<file path="src/rtl/alu_seq.sv">
// alu_seq: sequential front end for a 12-bit combinational ALU.
// Accepts a command over valid/ready and drives registered operands and the
// opcode into the ALU. After SETTLE cycles it captures Z and the flags into a
// result register and offers the result on a valid/ready port.
// Optional feature macro: ALU_SEQ_CHAIN_EN adds cmd_chain. When cmd_chain is 1,
// operand A is taken from the previous res_z.
//
// state | meaning
// ------+--------------------------------------------------------------
// IDLE  | cmd_ready high, waiting for cmd_valid
// DRIVE | operands held on the ALU, settle counter running down
// HOLD  | result captured, res_valid high, waiting for res_ready
module alu_seq #(
    parameter int SETTLE = 1
) (
    input  logic        clk,
    input  logic        rst,
    input  logic        cmd_valid,
    output logic        cmd_ready,
    input  logic [2:0]  cmd_op,
    input  logic [11:0] cmd_a,
    input  logic [11:0] cmd_b,
`ifdef ALU_SEQ_CHAIN_EN
    input  logic        cmd_chain,
`endif
    output logic [11:0] alu_a,
    output logic [11:0] alu_b,
    output logic [2:0]  alu_op,
    input  logic [11:0] alu_z,
    input  logic        alu_carry,
    input  logic        alu_sign,
    input  logic        alu_ov,
    output logic        res_valid,
    input  logic        res_ready,
    output logic [11:0] res_z,
    output logic [3:0]  res_flags,
    output logic [7:0]  op_count
);

    localparam logic [1:0] IDLE  = 2'd0;
    localparam logic [1:0] DRIVE = 2'd1;
    localparam logic [1:0] HOLD  = 2'd2;

    // SETTLE is 1..15, so the reload value always fits in four bits
    localparam logic [3:0] SETTLE_LD = 4'(SETTLE - 1);

    logic [1:0]  state;
    logic [1:0]  next_state;
    logic [3:0]  settle_cnt;
    logic        accept;
    logic        capture;
    logic        done;
    logic [11:0] a_sel;

    assign accept  = (state == IDLE) && cmd_valid && cmd_ready;
    assign capture = (state == DRIVE) && (settle_cnt == 4'd0);
    assign done    = (state == HOLD) && res_ready;

`ifdef ALU_SEQ_CHAIN_EN
    assign a_sel = cmd_chain ? res_z : cmd_a;
`else
    assign a_sel = cmd_a;
`endif

    // Next-state decode
    always_comb begin
        next_state = state;
        case (state)
            IDLE:    if (accept)  next_state = DRIVE;
            DRIVE:   if (capture) next_state = HOLD;
            HOLD:    if (done)    next_state = IDLE;
            default: next_state = IDLE;
        endcase
    end

    // State register; cmd_ready is registered from the next state
    always_ff @(posedge clk or posedge rst) begin
        if (rst) begin
            state     <= IDLE;
            cmd_ready <= 1'b0;
        end else begin
            state     <= next_state;
            cmd_ready <= (next_state == IDLE);
        end
    end

    // ALU operand and opcode registers, loaded only on acceptance
    always_ff @(posedge clk or posedge rst) begin
        if (rst) begin
            alu_a  <= 12'h000;
            alu_b  <= 12'h000;
            alu_op <= 3'd0;
        end else if (accept) begin
            alu_a  <= a_sel;
            alu_b  <= cmd_b;
            alu_op <= cmd_op;
        end
    end

    // Settle down-counter; reaching zero in DRIVE triggers the capture
    always_ff @(posedge clk or posedge rst) begin
        if (rst) begin
            settle_cnt <= 4'd0;
        end else if (accept) begin
            settle_cnt <= SETTLE_LD;
        end else if ((state == DRIVE) && (settle_cnt != 4'd0)) begin
            settle_cnt <= settle_cnt - 4'd1;
        end
    end

    // Result register and valid flag; the zero flag is derived from the captured Z
    always_ff @(posedge clk or posedge rst) begin
        if (rst) begin
            res_valid <= 1'b0;
            res_z     <= 12'h000;
            res_flags <= 4'b0000;
        end else if (capture) begin
            res_valid <= 1'b1;
            res_z     <= alu_z;
            res_flags <= {alu_ov, alu_sign, alu_carry, (alu_z == 12'h000)};
        end else if (done) begin
            res_valid <= 1'b0;
        end
    end

    // Completed-operation counter, wraps at 255
    always_ff @(posedge clk or posedge rst) begin
        if (rst) begin
            op_count <= 8'd0;
        end else if (done) begin
            op_count <= op_count + 8'd1;
        end
    end

endmodule

</file>
<file path="config.mk">
export PLATFORM = sky130hd
export DESIGN_NAME = alu_seq
export DESIGN_NICKNAME = d
export VERILOG_FILES = /design/src/rtl/alu_seq.sv
export SDC_FILE = /design/constraint.sdc
export NUM_CORES = 1
export LEC_CHECK = 0
export BUFFER_PORTS_ARGS = -buffer_cell sky130_fd_sc_hd__buf_2
export CAP_MARGIN = 15
export CORE_ASPECT_RATIO = 1.1
export CORE_UTILIZATION = 43
export CTS_CLUSTER_DIAMETER = 60
export DETAILED_ROUTE_END_ITERATION = 8
export PLACE_DENSITY = 0.74
export SYNTH_ARGS = -nofsm -noshare
export SYNTH_HDL_FRONTEND = slang
export SYNTH_SLANG_ARGS = --single-unit
</file>
<file path="constraint.sdc">
create_clock -name clk -period 1.6 [get_ports clk]
set_clock_uncertainty 0.05 [all_clocks]
set_input_delay 0.16 -clock clk [delete_from_list [all_inputs] [get_ports clk]]
set_output_delay 0.16 -clock clk [all_outputs]
set_load 0.01 [all_outputs]
</file>
# [Word level (Yosys, flattened, before mapping)]
# Cells that the tools add are included.
[word_totals] mem_count=0 register_bits=59 wordCells=34 latch_bits=0 ram_bits=0 rom_bits=0
[classes] n_mux=8 n_div=0 reduce_logical=12 n_shift=0 mul=0 bitwise=0 n_eq_ne=2 add_sub_neg=2 n_lt_le_gt_ge=0
[ops] cell="$logic_not 12->1" n=1
[ops] cell="$add 8x1->8 const B" n=1
[ops] cell="$mux 4" n=2
[ops] cell="$mux 2" n=3
[ops] cell="$pmux 2 s3" n=1
[ops] cell="$logic_and 1x1->1" n=5
[ops] cell="$logic_not 2->1" n=2
[ops] cell="$logic_not 4->1" n=1
[ops] cell="$reduce_bool 2->1" n=2
[ops] cell="$reduce_bool 4->1" n=1
[ops] cell="$sub 4x1->4 const B" n=1
[ops] cell="$eq 2x1->1 const B" n=1
[ops] cell="$eq 2x2->1 const B" n=1
[ops] cell="$mux 1" n=2

# [Logic depth before layout (Yosys ltp)]
# Gate-level depths: netlist (run 1).
[depth] word_depth=6 mapped_depth=6

# [Least setup slack after synthesis (run 1)]
# OpenSTA, ideal clock, no wires.
[synth_path] path_type="register to register" start="register settle_cnt[0]" end="register res_flags[1]" required_time_ns=1.425 setup_time_ns=0.125 path_buffers=1 t_arrival_ns=1.393 path_stages_with_launch=7 path_slack_ns=0.032 cell_sequence="dfrtp_1 -> inv_1 -> ha_1 -> nor3b_4 -> nand2_4 -> buf_6 -> mux2_4"
[synth_via] elab_chain_len=2
[synth_rtl] element="from (decl)" line="49" rtl="logic [3:0] settle_cnt;"
[synth_rtl] element="from (signal assigned)" line="107" rtl="settle_cnt <= settle_cnt - 4'd1;"
[synth_rtl] element="$logic_not 4->1" line="56" rtl="assign capture = (state == DRIVE) && (settle_cnt == 4'd0);"
[synth_rtl] element="$logic_and 1x1->1" line="56"
[synth_rtl] element="to (signal assigned)" line="120" rtl="res_flags <= {alu_ov, alu_sign, alu_carry, (alu_z == 12'h000)};"
[synth_rtl] element="to (decl)" line="36" rtl="output logic [3:0] res_flags,"
# Every way passes these cells.
# A chain may end at the register's enable or synchronous reset.

# [Final worst setup path (run 1)]
[layout_path] start="register settle_cnt[0]" end="register res_z[1]"
[layout_via] elab_chain_len=2
[layout_rtl] element="$logic_not 4->1" line="56"
[layout_rtl] element="$logic_and 1x1->1" line="56"
[layout_rtl] element="to (signal assigned)" line="119" rtl="res_z <= alu_z;"
[layout_rtl] element="to (decl)" line="35" rtl="output logic [11:0] res_z,"
# Every way passes these cells.

==> impl_metrics.csv, run 1 <==
group,metric,value,unit
floorplan,initial_core_util,44.7,%
cells_and_area,nNetsFinal,406,
global_route,grt_pass1_vias,2023,
clocking,clock-sinks,59,
logic_synthesis,postSynth.asyncResetShare,100,%
place,preCtsSetupSlack,-52.2,ps
routing,detail-route-antenna-nets,0,
floorplan,dieHeight,80.3,um
floorplan,placement_rows,28,
global_route,antenna_found_initial,0,
logic_synthesis,post_synth.cell_area_avg,11.1,sq um
worst_setup_path,path_cells,"inv_2, ha_4, nor3b_4, buf_6, nand2_4, mux2_4",
flow_run,drv.max_cap_violation_count,0,
logic_synthesis,post_synth_and_or_nand_nor_area_fraction,21.0,%
cells_and_area,post-route-util,66.9,%
floorplan,design.die.area,5870,sq um
sta,hold_viol,0,
worst_setup_path,timing.setup.critical_path_class,"reg -> reg",
clocking,cts_root_buf,"clkbuf_8",
sta,timing.hold.ws,24.2,ps
logic_synthesis,synthXorXnorAreaFrac,2.56,%
routing,totalWireLength,5860,um
sta,slew_viol_final,0,
place,gp_routability_congestion,0.771,
logic_synthesis,synth_commonest_cells,"nand2_1, dfrtp_1, mux2_2",
pwr,power.static_leakage,1.92,nW
global_route,first_pass_grt_wire_length,9310,um
logic_synthesis,netlist.top_cell.by_area,"dfrtp_1",
clocking,htreeDepth,3,
worst_setup_path,start_kind,"register",
pwr,ir_drop_worst_case_vdd,1.11,mV
sta,finalSetupViolations,0,
routing,drcViolationCount,0,
logic_synthesis,netlist_instances,216,
global_route,grt_start_max_net_pins,33,
routing,drt_iter0_markers,108,
cells_and_area,antenna_cells,0,
clocking,cts_tree,"built",
worst_setup_path,slowest_delay,400,ps
global_route,globalRoute.totalOverflow,0,
floorplan,die_w,73.2,um
min_path,min_path_cells,3,
cells_and_area,synthToLayoutAreaGrowth,49.7,%
routing,vias_per_cell,4.70,
logic_synthesis,yosys.area_share.adder,1.04,%
cells_and_area,layout-drive-gt1-share,40.8,%
worst_setup_path,cp_num_buf_inv,2,
logic_synthesis,most_used_dff_post_synth,"dfrtp_1",
sta,max_freq,0.647,GHz
sta,part_of_the_cycle_the_worst_path_needs,96.5,%
routing,wl_per_cell,13.4,um
clocking,later_pin_clock_latency_in_the_skew_report,310,ps
clocking,cts_made_buffers,9,
logic_synthesis,yosysWarningCount,0,
logic_synthesis,synth_top_area_share,61.7,%
sta,timing.max_slew.rel_slack,78.6,%
logic_synthesis,number_of_enable_flip_flop_cells_after_synthesis,0,
clocking,clkSlewWorstSetupHoldPaths,60,ps
logic_synthesis,synth_compound_gate_area_share,2.61,%
logic_synthesis,main_combinational_cell_family_by_area_after_synthesis,"simple AND/OR/NAND/NOR gates",
logic_synthesis,netlist_top_cells_area,"dfrtp_1, nand2_1, mux2_4",
worst_setup_path,crit_path_max_fanout,5,
worst_setup_path,cpLargestDelayFamily,"flip-flops",
logic_synthesis,yosys.cell_count.top_type,"nand2_1",
worst_setup_path,reg2reg_depth,6,
sta,transition_time_at_the_pin_with_the_least_slew_margin,320,ps
place,place.port_buffers,98,
worst_setup_path,cpMaxStageDelayCell,"dfrtp_1",
clocking,max-clock-path-buffers,2,
logic_synthesis,ys_seq_area_share,61.7,%
pwr,powerDensity,1860,nW/um^2
sta,timing.final.ws_setup,55.3,ps
logic_synthesis,post_synthesis_net_count,264,
outcome,status,"finished, final reports clean",
logic_synthesis,synthDistinctLibCells,33,
min_path,min_path_type,"in -> reg",
floorplan,io_pins,99,
logic_synthesis,syn_area,2390,sq um
sta,fin_tns_setup,0,ps
worst_setup_path,cp-end-kind,"register",
worst_setup_path,cp.required,1750,ps
global_route,grt_util_all_layers,20.8,%
routing,detailedRoute.firstPassIterationCount,4,
logic_synthesis,mux_cell_area_share_after_synthesis,9.04,%
worst_setup_path,cp_depth,6,
logic_synthesis,total_of_flip_flops_plus_latches_after_synthesis,59,
sta,tmin_final,1540,ps
worst_setup_path,critPathArrivalTime,1690,ps
routing,num_vias,2057,
sta,grt_setup_unrepaired,"yes",
place,dpl.hpwl,3650,um
floorplan,core_area,5360,sq um
[state kept, by name, indices dropped and copies added (netlist names)]
signal,cells
res_flags,4
settle_cnt,4
alu_b,12
state,2
alu_op,3
res_z,12
alu_a,12
op_count,8
res_valid,1
cmd_ready,1
[path summary, 6_finish.rpt]
path	slack [ps]	end	start
min in group asynchronous	300	alu_op[1]	rst
max	60	res_z[1]	settle_cnt[0]
max reg2reg	60	res_z[1]	settle_cnt[0]
max in group asynchronous	710	alu_b[6]	rst
min	20	alu_b[10]	cmd_b[10]
min reg2reg	410	op_count[7]	op_count[7]
[report_power, final]
group / internal, mW / total, mW / switching (mW)
Sequential: 2.15 / 2.55 / 0.397
Combinational: 1.36 / 2.83 / 1.47
Clock: 0.763 / 1.30 / 0.534
Total: 4.28 / 6.68 / 2.40
[stage by stage]
step,cell area (sq um),power [mW],cells
final,3580,6.68,438
after global routing,3580,7.12,438
after CTS,3540,6.58,436
after detailed placement,3040,5.07,389
after global placement,3040,4.96,389
after floorplan,2400,4.04,216
[placed cells by master (no fill, tap or decap), types with 2 or more instances in the layout]
| cell | count |
|---|---|
| buf_12 | 2 |
| buf_2 | 98 |
| buf_4 | 8 |
| clkbuf_1 | 4 |
| clkbuf_8 | 10 |
| dfrtp_1 | 59 |
| dlygate4sd3_1 | 27 |
| inv_2 | 2 |
| mux2_2 | 9 |
| mux2_4 | 7 |
| nand2_1 | 86 |
| nand2_8 | 2 |
| nand3_1 | 6 |
| nor3_1 | 2 |
| nor4_1 | 3 |
| o211ai_1 | 2 |
| o21ai_0 | 4 |
| o21ai_1 | 2 |
| xnor2_1 | 3 |
| xor2_1 | 4 |
[worst register-to-register path, delay by kind of cell, from the launching register on]
family | cells | cell delay, ps
adders and majority gates | 1 | 130
buffers and inverters | 2 | 280
and+or+nand+nor | 2 | 270
muxes | 1 | 310
DFF | 1 | 400
[routing by layer]
layer	part of all wire, %	GRT usage [%]	vias to the layer above
met1	41	25.5	985
met4	2.7	10.2	0
met5	0	0	-
li1	-	-	999
met2	52	35.7	57
met3	3.6	3.01	16
[kinds of logic (layout without fill, tap and decap cells)]
group	Yosys count	in the layout
AOI/OAI and AO/OA	10	10
xor gates and xnor gates	7	7
adders and majority gates	2	2
buffers and inverters	10	155
DFF	59	59
muxes	17	17
and+or+nand+nor	111	113
[layout make-up]
class	count	area (sq um)
clock buffer	14	153
inverter	3	15.0
tap	75	93.8
multi-input combinational	149	940
clock inverter	2	35.0
fill	429	1780
sequential	59	1480
timing repair buffer	136	872
[timing repair]
action                                  in CTS  in global routing
setup buffers                                2                  2
pin swaps                                    1                  1
hold buffers                                27                  0
resized for setup                            6                  7
hold endpoints to repair                    38                  0
endpoints found under the setup margin      17                 17
gates cloned                                 2                  0
No activity file was read; power rests on OpenSTA's default activity.
==> run 2, diff against run 1 <==
Settings changed: SETUP_SLACK_MARGIN from default to 0.15.
==> run 2 against run 1 <==
Sequential power about the same. Fmax down 2.1%. Combinational power up 4%. Utilization up 1.4 points. Critical endpoint is now res_z[4]. Largest cell class unchanged.
==> impl_metrics.csv, run 2 (synthesis results as in run 1) <==
group,metric,value,unit
pwr,pwr-share-comb,42.2,%
global_route,grt_pass1_vias,2087,
min_path,timing.hold.worst_endpoint,"res_flags[3]",
cells_and_area,layout-drive-gt1-share,42.0,%
global_route,antenna_found_initial,0,
floorplan,die_w,73.2,um
worst_setup_path,crit_path_max_fanout,5,
place,place.detailed.instances,388,
worst_setup_path,ff2ff_setup_slack,20,ps
worst_setup_path,reg2reg_depth,6,
outcome,status,"finished, final reports clean",
clocking,clock-sinks,59,
worst_setup_path,cp-end-kind,"register",
sta,hold_viol,0,
worst_setup_path,path_cells,"inv_2, ha_4, nor3b_4, buf_6, nand2_8, mux2_4",
cells_and_area,fin_cells,444,
cells_and_area,nNetsFinal,413,
floorplan,io_pins,99,
clocking,cts_tree,"built",
pwr,powerDensity,1900,nW/um^2
sta,max_freq,0.634,GHz
sta,grt_setup_unrepaired,"yes",
cells_and_area,largest_registers,"alu_a: 12 flops, alu_b: 12 flops, res_z: 12 flops",
global_route,globalRoute.totalOverflow,0,
clocking,later_pin_clock_latency_in_the_skew_report,330,ps
clocking,cts_root_buf,"clkbuf_8",
routing,detail-route-antenna-nets,0,
min_path,min_path_cells,2,
floorplan,dieHeight,80.3,um
sta,fin_tns_setup,0,ps
global_route,grt_util_all_layers,21.2,%
sta,timing.max_slew.rel_slack,68.5,%
clocking,max-clock-path-buffers,2,
worst_setup_path,r2r_start,"settle_cnt[1]",
worst_setup_path,timing.setup.critical_path_class,"reg -> reg",
pwr,switching_share,34.9,%
routing,totalWireLength,5920,um
place,dpl.hpwl,3580,um
routing,drcViolationCount,0,
pwr,power_report.internal_total,4.51,mW
sta,tmin_final,1580,ps
cells_and_area,final_common_cell,"buf_2",
floorplan,placement_rows,28,
sta,finalSetupViolations,0,
pwr,total_power,6.94,mW
routing,wl_per_cell,13.3,um
worst_setup_path,cp.required,1760,ps
pwr,power.share.clock,20.9,%
sta,slew_viol_final,0,
routing,detailedRoute.firstPassIterationCount,4,
place,gp_routability_congestion,0.777,
global_route,first_pass_grt_wire_length,9260,um
sta,part_of_the_cycle_the_worst_path_needs,98.6,%
clocking,clkSlewWorstSetupHoldPaths,60,ps
min_path,min_path_type,"in -> reg",
worst_setup_path,critPathArrivalTime,1740,ps
clocking,htreeDepth,3,
place,place.port_buffers,98,
pwr,power.switching,2.42,mW
floorplan,initial_core_util,44.7,%
cells_and_area,synthToLayoutAreaGrowth,52.8,%
routing,num_vias,2081,
clocking,cts_made_buffers,9,
flow_run,drv.max_cap_violation_count,0,
worst_setup_path,slowest_delay,400,ps
worst_setup_path,crit-reg2reg-capture,"res_z[4]",
global_route,grt_start_max_net_pins,39,
min_path,hp-start,"alu_ov",
cells_and_area,antenna_cells,0,
pwr,seq_power_share,36.8,%
floorplan,design.die.area,5870,sq um
pwr,ir_drop_worst_case_vdd,1.12,mV
worst_setup_path,cpMaxStageDelayCell,"dfrtp_1",
floorplan,core_area,5360,sq um
pwr,power.static_leakage,1.97,nW
sta,timing.hold.ws,15.7,ps
cells_and_area,final_cell_mix,"buf_2, nand2_1, dfrtp_1, dlygate4sd3_1, buf_4",
routing,drt_iter0_markers,75,
routing,vias_per_cell,4.69,
sta,transition_time_at_the_pin_with_the_least_slew_margin,472,ps
worst_setup_path,start_kind,"register",
-- run 2: cell count changes in the layout (fill, tap and decap cells not counted), sizes merged --
cell and delta:
clkinv -1, dlygate4sd3 +2, buf +5, bufinv +1
clkbuf -1
-- run 2: per-stage QoR --
stage	cell area, sq um	util, %	setup slack (ps)
final	3660	68.3	22.4
after global routing	3660	68.3	-38.6
after CTS	3610	67.3	103
after detailed placement	3030	56.5	24.0
after global placement	3030	56.5	66.9
after floorplan	2410	-	65.5
-- run 2: what timing repair did --
item | in CTS | in global routing
hold buffers | 29 | 0
buffers inserted | 5 | 5
gates resized for setup | 7 | 6
hold endpoints to repair | 87 | 0
pin swaps | 1 | 2
setup endpoints to repair | 19 | 19
cloned | 2 | 0
-- run 2: power by group through the flow --
stage | clock network, mW | registers (mW) | logic [mW]
2_1_floorplan | 0 | 2.82 | 1.26
3_3_place_gp | 0 | 2.54 | 2.42
3_5_place_dp | 0 | 2.56 | 2.51
4_1_cts | 1.48 | 2.54 | 2.81
5_1_grt | 1.55 | 2.65 | 3.21
6_report | 1.45 | 2.56 | 2.93
-- run 2: worst max path at each step --
stage                  start           end  slack [ps]
2_1_floorplan  settle_cnt[0]  res_flags[1]          70
3_3_place_gp   settle_cnt[0]      res_z[2]          70
3_5_place_dp   settle_cnt[0]  res_flags[2]          20
4_1_cts        settle_cnt[0]     res_z[10]         100
5_1_grt        settle_cnt[0]      res_z[4]         -40
6_report       settle_cnt[1]      res_z[4]          20
-- run 2: final cells by class --
type	count	area [sq um]
flip-flops and latches	59	1480
clock inverters	2	60.1
multi-input cells	149	943
repair buffers	143	921
fillers	427	1700
inverters	3	15.0
well taps	75	93.8
clock buffers	13	149
-- run 2: critical path: cells and delay by family (launching register included) --
| kind | cells | cell delay, ps |
|---|---|---|
| simple gates | 2 | 310 |
| fa+ha+maj | 1 | 130 |
| mux | 1 | 310 |
| buf+inv | 2 | 250 |
| flops | 1 | 400 |
-- run 2: routing by layer --
layer	GRT usage [%]	wire length, um	vias up
met3	4.64	209	17
met4	11.0	176	0
met5	0	0	-
li1	-	-	1013
met1	24.1	2320	991
met2	36.9	3210	60
==> run 3, diff against run 2 <==
Settings changed: BUFFER_PORTS_ARGS -buffer_cell sky130_fd_sc_hd__buf_2 to -buffer_cell sky130_fd_sc_hd__buf_4, CTS_CLUSTER_DIAMETER 60 to 150.
==> run 3 against run 2 <==
Fmax decreased by 0.82%. Sequential share of layout area decreased by 3.1 points. Largest power group unchanged. Flip-flop and latch count unchanged. Power increased by 4.5%. Via count increased by 2.8%. Highest routed layer unchanged. Die area unchanged. Sequential power about the same. Critical path depth unchanged. Utilization increased by 5.7 points.
==> impl_metrics.csv, run 3 (synthesis results as in run 1) <==
group,metric,value,unit
outcome,status,"finished, final reports clean",
place,place.detailed.instances,388,
worst_setup_path,cpMaxStageDelayCell,"dfrtp_1",
worst_setup_path,slowest_delay,400,ps
min_path,hp-start,"alu_ov",
worst_setup_path,setup.worst_path.start,"settle_cnt[1]",
pwr,pwr-share-comb,48.3,%
place,place.port_buffers,98,
routing,totalWireLength,6650,um
pwr,ir_drop_worst_case_vdd,1.18,mV
floorplan,core_area,5360,sq um
worst_setup_path,cp-end-kind,"register",
sta,hold_viol,0,
cells_and_area,synthToLayoutAreaGrowth,65.5,%
sta,timing.final.ws_setup,9.42,ps
pwr,power.switching,2.58,mW
clocking,cts_root_buf,"clkbuf_8",
pwr,power.share.clock,15.9,%
global_route,grt_start_max_net_pins,44,
pwr,switching_share,35.6,%
pwr,power_report.internal_total,4.67,mW
cells_and_area,final_cell_mix,"buf_4, nand2_1, dfrtp_1, dlygate4sd3_1, clkbuf_8",
routing,drt_iter0_markers,51,
cells_and_area,layout-drive-gt1-share,43.0,%
min_path,min_path_type,"in -> reg",
place,gp_routability_congestion,0.736,
cells_and_area,fin_cells,449,
floorplan,placement_rows,28,
pwr,powerDensity,1830,nW/um^2
pwr,seq_power_share,35.8,%
floorplan,die_w,73.2,um
sta,tmin_final,1590,ps
clocking,htreeDepth,3,
global_route,antenna_found_initial,0,
clocking,later_pin_clock_latency_in_the_skew_report,330,ps
routing,detailedRoute.firstPassIterationCount,4,
worst_setup_path,cp.required,1770,ps
worst_setup_path,timing.setup.critical_path_class,"reg -> reg",
worst_setup_path,crit_path_max_fanout,5,
routing,drcViolationCount,0,
cells_and_area,nNetsFinal,418,
clocking,clkSlewWorstSetupHoldPaths,70,ps
floorplan,dieHeight,80.3,um
worst_setup_path,r2r_start,"settle_cnt[1]",
floorplan,io_pins,99,
sta,transition_time_at_the_pin_with_the_least_slew_margin,380,ps
cells_and_area,final_common_cell,"buf_4",
worst_setup_path,path_cells,"inv_2, ha_4, nor3b_4, buf_6, nand2_8, mux2_4",
flow_run,drv.max_cap_violation_count,0,
sta,timing.hold.ws,16.5,ps
floorplan,initial_core_util,44.7,%
routing,detail-route-antenna-nets,0,
sta,finalSetupViolations,0,
worst_setup_path,start_kind,"register",
sta,grt_setup_unrepaired,"yes",
routing,vias_per_cell,4.77,
sta,timing.max_slew.rel_slack,74.6,%
place,dpl.hpwl,3670,um
routing,wl_per_cell,14.8,um
global_route,grt_pass1_vias,2088,
place,preCtsSetupSlack,20.7,ps
floorplan,design.die.area,5870,sq um
global_route,globalRoute.totalOverflow,0,
cells_and_area,post-route-util,73.9,%
pwr,total_power,7.25,mW
clocking,clock-sinks,59,
sta,part_of_the_cycle_the_worst_path_needs,99.4,%
worst_setup_path,critPathArrivalTime,1760,ps
sta,max_freq,0.629,GHz
clocking,cts_tree,"built",
global_route,first_pass_grt_wire_length,9730,um
routing,num_vias,2140,
cells_and_area,n_fill_cell,406,
clocking,cts_made_buffers,9,
place,placed_cell_areas,3290,sq um
global_route,grt_util_all_layers,22.2,%
cells_and_area,post_layout_instance_area,3960,sq um
clocking,max-clock-path-buffers,2,
sta,slew_viol_final,0,
pwr,power.static_leakage,2.07,nW
cells_and_area,antenna_cells,0,
sta,fin_tns_setup,0,ps
cells_and_area,largest_registers,"alu_a: 12 flops, alu_b: 12 flops, res_z: 12 flops",
-- run 3: per-layer routing --
| metal | wire length, um | vias to the layer above | track usage (%) |
|---|---|---|---|
| li1 | - | 1019 | - |
| met1 | 2650 | 1041 | 26.2 |
| met2 | 3650 | 69 | 38.9 |
| met3 | 234 | 11 | 4.52 |
| met4 | 113 | 0 | 9.02 |
| met5 | 0 | - | 0 |
-- run 3: worst paths after layout --
| path | end | slack (ps) | depth (start not counted) |
|---|---|---|---|
| worst min register to register | op_count[7] | 420 | 1 |
| worst max-delay path | res_z[8] | 9 | 6 |
| worst max register to register | res_z[8] | 9 | 6 |
| max in group asynchronous | alu_a[8] | 600 | 4 |
| worst min-delay path | res_flags[3] | 20 | 2 |
| min in group asynchronous | alu_op[0] | 360 | 3 |
-- run 3: power groups by stage --
stage	combinational [mW]	clock, mW	sequential, mW
finish	3.50	1.15	2.59
global route	3.80	1.23	2.68
CTS	3.09	1.17	2.57
detailed placement	2.88	0	2.58
global placement	2.80	0	2.56
floorplan	1.26	0	2.82
-- run 3: critical path, delay by kind of cell (launching register included) --
| family | cells | cell delay, ps |
|---|---|---|
| buf+inv | 2 | 250 |
| flops | 1 | 400 |
| fa+ha+maj | 1 | 120 |
| simple gates | 2 | 350 |
| mux | 1 | 300 |
-- run 3: what timing repair did --
| item | 4_1_cts | 5_1_grt |
|---|---|---|
| endpoints found under the setup margin | 20 | 23 |
| hold buffers | 30 | 1 |
| pin swaps | 1 | 4 |
| cloned | 1 | 3 |
| buffers inserted | 4 | 7 |
| resized for setup | 5 | 14 |
| endpoints found under the hold margin | 45 | 1 |
-- run 3: area by class of cell --
type                       count  area [sq um]  area share [%]
clock inverter                 3          15.0           0.379
sequential                    59          1480            37.2
timing repair buffer         148          1260            31.9
tap                           75          93.8            2.37
multi-input combinational    149           955            24.1
clock buffer                  12           145            3.66
inverter                       3          15.0           0.379
